### src/rtl/clk_ratio_meter_pkg.sv
// Shared types and constants for the clock ratio meter.
// Holds the FSM state encoding, synchroniser depth and lock counter width.
package clk_ratio_meter_pkg;

   typedef enum logic [1:0] {
      ST_IDLE,
      ST_SEEK,
      ST_MEAS
   } state_t;

   localparam int SYNC_STAGES = 2;
   localparam int LOCK_W      = 4;

endpackage

### src/rtl/sync_edge_det.sv
// Multi-flop synchroniser with a registered rising-edge pulse.
// Outputs the synchronised level and a one-cycle pulse per rising edge.
module sync_edge_det
   import clk_ratio_meter_pkg::*;
#(
   parameter int STAGES = SYNC_STAGES
) (
   input  logic i_clk,
   input  logic i_rst,
   input  logic i_din,
   output logic o_level,
   output logic o_rise
);

   logic [STAGES-1:0] r_sync;
   logic              r_prev;
   logic              r_rise;

   // Shift the async input in, keep last level, register the edge pulse.
   always_ff @(posedge i_clk or posedge i_rst) begin
      if (i_rst) begin
         r_sync <= '0;
         r_prev <= 1'b0;
         r_rise <= 1'b0;
      end else begin
         r_sync <= {r_sync[STAGES-2:0], i_din};
         r_prev <= r_sync[STAGES-1];
         r_rise <= r_sync[STAGES-1] & ~r_prev;
      end
   end

   assign o_level = r_sync[STAGES-1];
   assign o_rise  = r_rise;

endmodule

### src/rtl/clk_ratio_meter.sv
// Measures period ratio and high time of clk_in against clock, with lock and stall flags.
// Optional duty check output enabled by CLK_RATIO_METER_DUTY_CHECK_EN.
module clk_ratio_meter
   import clk_ratio_meter_pkg::*;
#(
   parameter int WIDTH    = 8,
   parameter int LOCK_CNT = 4
) (
   input  logic             clock,
   input  logic             reset,
   input  logic             enable,
   input  logic             clk_in,
   output logic [WIDTH-1:0] ratio,
   output logic [WIDTH-1:0] high_cnt,
   output logic             meas_valid,
   output logic             locked,
   output logic             stalled
`ifdef CLK_RATIO_METER_DUTY_CHECK_EN
   ,
   output logic             duty_err
`endif
);

   localparam logic [WIDTH-1:0]  MAX      = '1;
   localparam logic [WIDTH-1:0]  ONE      = 1;
   localparam logic [LOCK_W-1:0] LOCK_MAX = LOCK_W'(LOCK_CNT);
   localparam logic [LOCK_W-1:0] LOCK_ONE = 1;

   state_t            r_state;
   state_t            w_state_nxt;
   logic              w_level;
   logic              w_rise;
   logic              w_clr;
   logic              w_start;
   logic              w_meas;
   logic              w_stall;
   logic [WIDTH-1:0]  w_hi_tot;
   logic [WIDTH-1:0]  r_per;
   logic [WIDTH-1:0]  r_hi;
   logic [WIDTH-1:0]  r_ratio;
   logic [WIDTH-1:0]  r_high;
   logic [WIDTH-1:0]  r_prev_ratio;
   logic              r_prev_vld;
   logic              r_mv;
   logic              r_stall;
   logic [LOCK_W-1:0] r_match;

   sync_edge_det #(
      .STAGES (SYNC_STAGES)
   ) u_sync (
      .i_clk   (clock),
      .i_rst   (reset),
      .i_din   (clk_in),
      .o_level (w_level),
      .o_rise  (w_rise)
   );

   // The sample taken in the closing edge cycle belongs to the period.
   assign w_hi_tot = r_hi + {{(WIDTH-1){1'b0}}, w_level};

   // State register.
   always_ff @(posedge clock or posedge reset) begin
      if (reset) r_state <= ST_IDLE;
      else       r_state <= w_state_nxt;
   end

   // Next state and datapath strobes; a full counter is a stall, not a period.
   always_comb begin
      w_state_nxt = r_state;
      w_clr       = 1'b0;
      w_start     = 1'b0;
      w_meas      = 1'b0;
      w_stall     = 1'b0;
      if (!enable) begin
         w_state_nxt = ST_IDLE;
         w_clr       = 1'b1;
      end else begin
         case (r_state)
            ST_IDLE: w_state_nxt = ST_SEEK;
            ST_SEEK: begin
               if (w_rise) begin
                  w_start     = 1'b1;
                  w_state_nxt = ST_MEAS;
               end else if (r_per == MAX) begin
                  w_stall = 1'b1;
               end
            end
            ST_MEAS: begin
               if (r_per == MAX) begin
                  w_stall     = 1'b1;
                  w_state_nxt = ST_SEEK;
               end else if (w_rise) begin
                  w_meas = 1'b1;
               end
            end
            default: w_state_nxt = ST_IDLE;
         endcase
      end
   end

   // Period/high counters, result capture, stall flag and lock tracking.
   always_ff @(posedge clock or posedge reset) begin
      if (reset) begin
         r_per        <= '0;
         r_hi         <= '0;
         r_ratio      <= '0;
         r_high       <= '0;
         r_prev_ratio <= '0;
         r_prev_vld   <= 1'b0;
         r_mv         <= 1'b0;
         r_stall      <= 1'b0;
         r_match      <= '0;
      end else begin
         r_mv <= w_meas;
         if (w_clr) begin
            r_per      <= '0;
            r_hi       <= '0;
            r_prev_vld <= 1'b0;
            r_stall    <= 1'b0;
            r_match    <= '0;
         end else if (w_stall) begin
            r_per      <= '0;
            r_hi       <= '0;
            r_prev_vld <= 1'b0;
            r_stall    <= 1'b1;
            r_match    <= '0;
         end else if (w_start) begin
            r_per <= ONE;
            r_hi  <= '0;
         end else if (w_meas) begin
            r_ratio      <= r_per;
            r_high       <= w_hi_tot;
            r_stall      <= 1'b0;
            r_per        <= ONE;
            r_hi         <= '0;
            r_prev_ratio <= r_per;
            r_prev_vld   <= 1'b1;
            if (r_prev_vld && (r_per == r_prev_ratio)) begin
               if (r_match != LOCK_MAX) r_match <= r_match + LOCK_ONE;
            end else begin
               r_match <= '0;
            end
         end else if (r_state != ST_IDLE) begin
            r_per <= r_per + ONE;
            if ((r_state == ST_MEAS) && w_level) r_hi <= r_hi + ONE;
         end
      end
   end

   assign ratio      = r_ratio;
   assign high_cnt   = r_high;
   assign meas_valid = r_mv;
   assign locked     = (r_match == LOCK_MAX);
   assign stalled    = r_stall;

`ifdef CLK_RATIO_METER_DUTY_CHECK_EN
   localparam logic [WIDTH:0] ONE_X = 1;

   logic [WIDTH:0] w_half_lo;
   logic [WIDTH:0] w_half_hi;
   logic           w_duty_bad;
   logic           r_duty;

   assign w_half_lo  = {1'b0, r_per} >> 1;
   assign w_half_hi  = ({1'b0, r_per} + ONE_X) >> 1;
   assign w_duty_bad = ({1'b0, w_hi_tot} != w_half_lo) &&
                       ({1'b0, w_hi_tot} != w_half_hi);

   // Duty verdict follows each measurement; leaving MEAS clears it.
   always_ff @(posedge clock or posedge reset) begin
      if (reset)                 r_duty <= 1'b0;
      else if (w_clr || w_stall) r_duty <= 1'b0;
      else if (w_meas)           r_duty <= w_duty_bad;
   end

   assign duty_err = r_duty;
`endif

endmodule

### config.mk
export PLATFORM = sky130hd
export DESIGN_NAME = clk_ratio_meter
export DESIGN_NICKNAME = d
export VERILOG_FILES = /design/src/rtl/clk_ratio_meter_pkg.sv /design/src/rtl/sync_edge_det.sv /design/src/rtl/clk_ratio_meter.sv
export SDC_FILE = /design/constraint.sdc
export NUM_CORES = 1
export LEC_CHECK = 0
export BUFFER_PORTS_ARGS = -buffer_cell sky130_fd_sc_hd__buf_2
export CORE_ASPECT_RATIO = 2
export CORE_MARGIN = 5
export CORE_UTILIZATION = 35
export CTS_BUF_LIST = sky130_fd_sc_hd__clkbuf_8
export DETAILED_ROUTE_END_ITERATION = 10
export PLACE_DENSITY = 0.62
export SYNTH_ARGS = -nofsm -noshare
export SYNTH_HDL_FRONTEND = slang
export SYNTH_SLANG_ARGS = --single-unit
### constraint.sdc
create_clock -name clock -period 5.1 [get_ports clock]
set_input_delay 0.51 -clock clock [delete_from_list [all_inputs] [get_ports clock]]
set_output_delay 0.51 -clock clock [all_outputs]
set_load 0.03 [all_outputs]
==> Yosys cells after proc, flatten, opt, wreduce, memory -nomap -nowiden <==
Cells that the tools add are included.
Widths: inputs -> output; s select.
{ "word_totals": {"register_bits": 45, "in_bits": 4, "out_inout_bits": 19} }
{ "op_classes": {"n_reduce_logical": 9, "bitwise_logic": 4, "n_mux": 39, "add_sub_neg": 4, "n_eq_ne": 13} }
{ "ops": {"columns": ["operator", "count"], "rows": [
  ["$mux 8", 11],
  ["$mux 4", 6],
  ["$mux 1", 17],
  ["$add 8x1->8 const B", 2],
  ["$ne 5x1->1 const B", 2],
  ["$add 8x1->8", 1],
  ["$eq 8x8->1", 1],
  ["$eq 8x8->1 const B", 1],
  ["$ne 4x3->1 const B", 2],
  ["$mux 2", 3],
  ["$ne 3x2->1 const B", 2],
  ["$pmux 2 s3", 1],
  ["$reduce_and 2->1", 3],
  ["$add 4x1->4 const B", 1],
  ["$eq 4x3->1 const B", 1],
  ["$reduce_and 4->1", 1],
  ["$ne 3x1->1 const B", 1],
  ["$ne 3x3->1 const B", 1],
  ["$not 1->1", 3],
  ["$reduce_and 3->1", 1],
  ["$eq 2x1->1 const B", 1],
  ["$eq 2x2->1 const B", 1],
  ["$logic_and 1x1->1", 2],
  ["$logic_not 2->1", 1],
  ["other kinds (3)", 3]
]} }

==> Depth between registers and ports, before layout <==
{ "logic_depth": {"ltp_word": 8, "ltp_mapped": 8, "depth_no_buf": 7} }

==> Hierarchy <==
From an unflattened synthesis, not the netlist that was laid out.
{ "hier_totals": {"hier_cells": 226, "area_unflattened_um2": 2352.3} }
{ "modules_own_cells": {"columns": ["mod", "seq_area_each_um2", "n_inst", "area_per_inst_um2", "cells_each"], "rows": [
  ["clk_ratio_meter", 1026.0, 1, 2234.6, 220],
  ["sync_edge_det", 100.1, 1, 117.6, 6]
]} }

==> Worst setup path before layout <==
Ideal clock, no wire load.
{ "synth_path": {"path_type": "register -> register", "start": "reg r_per[0]", "end": "reg r_high[0], in the netlist high_cnt[0]", "setup_ns": 0.125, "arrival_time_ns": 1.696, "path_slack_ns": 3.279, "stages_incl_launch_ff": 8, "n_path_buf": 2, "path_cell_list": "dfrtp_1 > ha_1 > nand3_1 > o21ai_2 > or3_1 > buf_2 > buf_6 > mux2_4"} }
{ "synth_via": {"elab_chain_len": 7, "word_cells_on_any_way": 10} }
{ "synth_lines": {"columns": ["item", "line", "rtl"], "rows": [
  ["from (decl)", "clk_ratio_meter.sv:38", "logic [WIDTH-1:0] r_per;"],
  ["from (signal assigned)", "clk_ratio_meter.sv:144", "r_per <= r_per + ONE;"],
  ["$eq 8x8->1 *", "clk_ratio_meter.sv:84, clk_ratio_meter.sv:89", null],
  ["$mux 1", "clk_ratio_meter.sv:84, clk_ratio_meter.sv:89", null],
  ["$mux 1", "clk_ratio_meter.sv:81", "if (w_rise) begin"],
  ["$pmux 1 s2", "clk_ratio_meter.sv:78", "case (r_state)"],
  ["$mux 1", "clk_ratio_meter.sv:74", "if (!enable) begin"],
  ["$not 1->1 (no line)", null, null],
  ["$reduce_and 4->1 (no line) *", null, null],
  ["to (signal assigned)", "clk_ratio_meter.sv:132", "r_high <= w_hi_tot;"],
  ["to (decl)", "clk_ratio_meter.sv:41", "logic [WIDTH-1:0] r_high;"]
]} }
Mark *: on every way between the ends. The rest lies on a longest branch, timed or not.
A chain may end at the register's enable or synchronous reset.

==> Final worst setup path <==
{ "layout_path": {"start": "reg r_state[0]", "end": "reg r_prev_ratio[7]"} }
{ "layout_via": {"elab_chain_len": 5, "word_cells_on_any_way": 11} }
{ "layout_lines": {"columns": ["item", "line", "rtl"], "rows": [
  ["from (decl)", "clk_ratio_meter.sv:29", "state_t r_state;"],
  ["from (signal assigned)", "clk_ratio_meter.sv:64", "else r_state <= w_state_nxt;"],
  ["$eq 2x2->1 or $eq 2x1->1 (tied branches)", "clk_ratio_meter.sv:78", null],
  ["$pmux 1 s2 or $mux 1 (tied branches)", "clk_ratio_meter.sv:78", null],
  ["$mux 1", "clk_ratio_meter.sv:74", null],
  ["$not 1->1 (no line)", null, null],
  ["$reduce_and 4->1 (no line) *", null, null],
  ["to (signal assigned)", "clk_ratio_meter.sv:136", "r_prev_ratio <= r_per;"],
  ["to (decl)", "clk_ratio_meter.sv:42", "logic [WIDTH-1:0] r_prev_ratio;"]
]} }
Marks and branches as above.

==> results.md <==
* HP Class: primary input to register
* Yosys reg bits at 45
* Fmax at between 400 and 500 MHz
* RSZ-0062 raised after global routing: false
* PostCTS Resize Cnt at 0
* Slowest CP cell: or3_1
* Final worst slack at 2.89 ns
* Pint at 0.501 mW
* Initial DRC Count at 76
* Critical path type: register to register
* Avg Cell Area, Syn at 10.6 µm²
* Data arrival time of the worst path at 2.41 ns
* Post-DR wirelength/cell at 14.5 µm
* Clk pwr share at 35.0%
* EDFF count, synth at 0
* Switching pwr at 0.185 mW
* CTS Root Cell: clkbuf_8
* Crit path max fanout at 22
* Final wirelength at 4670 µm
* Comb power frac at approximately 10%
* Antenna violations before repair at 0
* Antenna diode count at 0
* Vias in the first global route at 1,614
* Leak Pwr at about 1.2 nW
* Power Dens Cells at 271 nW/µm²
* Yosys top cell area share at 49.6%
* Cts hold-fix bufs at 0
* Via count at 1,534
* Register area share after synthesis at roughly half
* Actual slew at the worst max-slew pin at 0.953 ns
* Row cnt at 41
* Final min period at 2.21 ns
* Overall Global Routing Usage at 13.2%
* Dominant cells by area after synthesis: dfrtp_1 50%, xnor2_1 6.6%, ha_1 5.5%
* IO Port Bufs at 22
* Net Sw Frac at 27.0%
* Cells after DPL at 314
* Die Span Y at between 100 and 150 µm
* Clock skew at 0.0119 ns
* GP Congestion at 0.758
* CP cell instances: inv_1 > ha_1 > o21ai_2 > or3_1 > mux2_1
* Final Hold Vio Count at 0
* Boundary Pins at 23
* Yosys cell types at 37
* # H-tree levels at 2
* Final nets at 249
* WP data required at 5.30 ns
* # setup viols final at 0
* Core box area at 6310 µm²
* Final non-filler cell total at 322
* Global-route wire length before repair at about 7800 µm
* DR DRC count at 0
* Hold WS at 0.312 ns
* Dpl ws at 2.88 ns
* GR Overflow Total at 0
* Routed vias/inst at 4.76
* Mapped cell area at 2270 µm²
* Net Count, Synth at between 200 and 250
* Share of cells above drive strength 1 at around a fifth
* R2R Setup Slk at about 2.9 ns
* Count leader, synth: dfrtp_1
* Reg2Reg Capture Point: r_prev_ratio[7]
* CP startpoint: r_state[0]
* Worst setup EP type: register
* Layout Utilization at 40.2%
* R2R cell count at 5
* Reg power frac at 55.0%
* CP startpoint kind: register
* Pin count of the biggest net entering global routing at 46
* Total die area at 8290 µm²
* VDD IR max at 0.000120 V
* CTS tree: built
* Synth top cells by count: 45 x dfrtp_1, 26 x nor2_1, 22 x nand2_1, 17 x xnor2_1, 11 x xor2_1
* Die Wd at 66.9 µm
* Synth Instances at between 200 and 250
* Max cap viols at 0
* Synth warn at 0
* Worst-case headroom to the max-slew limit at 36.5%
* Ys async rst share at 100%
* CTS Sinks at 45
* Outcome: complete, no violations
* Clock transition at path regs at 0.08 ns
* Slew Viols, Final at 0
* Initial core utilization at 36.0%
* Reg-to-Reg Start: r_state[0]
* Final HPWL DP at 3460 µm
* Setup TNS at 0 ns
* Postcts setup bufs at 0
* Post-route ant nets at 0
* Bufs on Longest Clock Path at 2
* Dominant cell type by area after synthesis: dfrtp_1
* Part of the cycle the worst path needs at 43.4%
* First-pass detailed-route iteration total at 4
* Setup crit end: r_prev_ratio[7]
* Area grow syn2layout at 11.6%
* Synth Flop Type: dfrtp_1
* Worst-skew pair later-pin latency at 0.32 ns
* Inserted Clock Buffers at 5
* CP peak stage delay at 0.75 ns
critical path, delay by kind of cell (launching register included):
family                   cells  cell delay (ns)
AO/OA/AOI/OAI                1             0.10
AND/OR/NAND/NOR              1             0.75
adder cells (fa/ha/maj)      1             0.28
flip-flops                   1             0.42
buffers and inverters        1             0.09
multiplexers                 1             0.46
flip-flops by register name (all words and copies together), names as in the netlist, 2 cells and up:
| register | count |
|---|---|
| r_per | 8 |
| u_sync.r_sync | 2 |
| r_prev_ratio | 8 |
| high_cnt | 8 |
| r_hi | 8 |
| r_match | 4 |
| r_state | 2 |
final cells by class:
class | count | area, µm²
Clock inverter | 2 | 13.8
Inverter | 6 | 22.5
Sequential cell | 45 | 1130
Fill cell | 650 | 3780
Clock buffer | 6 | 82.6
Multi-Input combinational cell | 155 | 1070
Timing Repair Buffer | 22 | 110
Tap cell | 86 | 108
through the flow:
stage | power, mW | cell area, µm²
after floorplan | 0.433 | 2270
after global placement | 0.452 | 2440
after detailed placement | 0.455 | 2440
after CTS | 0.696 | 2530
after global routing | 0.714 | 2530
final | 0.686 | 2530
cell families after synthesis:
group	after synthesis	share of synthesized area (%)
multiplexers	12	7.17
XOR/XNOR	28	10.8
adder cells (fa/ha/maj)	10	5.51
AO/OA/AOI/OAI	26	6.84
flip-flops	45	49.6
buffers and inverters	15	3.20
AND/OR/NAND/NOR	79	16.9
power by group through the flow:
stage / clock, mW / combinational [mW] / sequential, mW
after floorplan: 0 / 0.0471 / 0.386
after global placement: 0 / 0.0683 / 0.384
after detailed placement: 0 / 0.0702 / 0.385
after CTS: 0.248 / 0.0708 / 0.378
after global routing: 0.257 / 0.0776 / 0.379
final: 0.240 / 0.0687 / 0.377
cells in the final DEF, fill, tap and decap left out, drive strengths merged, types with 2 or more instances in the layout:
cell    Yosys  final
dfrtp      45     45
nor2       26     26
nand2      22     22
buf         6     22
xnor2      17     17
o21ai      13     13
xor2       11     11
ha         10     10
mux2       10     10
nand3       9      9
a21oi       6      6
clkbuf      3      6
inv         6      6
nor3        5      5
nand4       5      5
nor2b       3      3
and3b       2      2
a31oi       2      2
a21boi      2      2
mux2i       2      2
nor4        2      2
clkinv      0      2
worst min path at each step:
stage,start,slack [ns],cells past startpoint,endpoint
2_1_floorplan,u_sync.r_sync[0],0.33,0,u_sync.r_sync[1]
3_3_place_gp,u_sync.r_sync[0],0.34,0,u_sync.r_sync[1]
3_5_place_dp,u_sync.r_sync[0],0.34,0,u_sync.r_sync[1]
4_1_cts,clk_in,0.31,1,u_sync.r_sync[0]
5_1_grt,clk_in,0.30,1,u_sync.r_sync[0]
6_report,clk_in,0.31,1,u_sync.r_sync[0]
layer usage:
| metal | up-vias | routed length [µm] | track usage, % |
|---|---|---|---|
| met5 | - | 0 | 0 |
| met1 | 744 | 1670 | 12.8 |
| met3 | 7 | 91 | 2.71 |
| met4 | 0 | 133 | 7.62 |
| li1 | 767 | - | - |
| met2 | 16 | 2770 | 24.8 |
No activity file was read; power rests on OpenSTA's default activity.
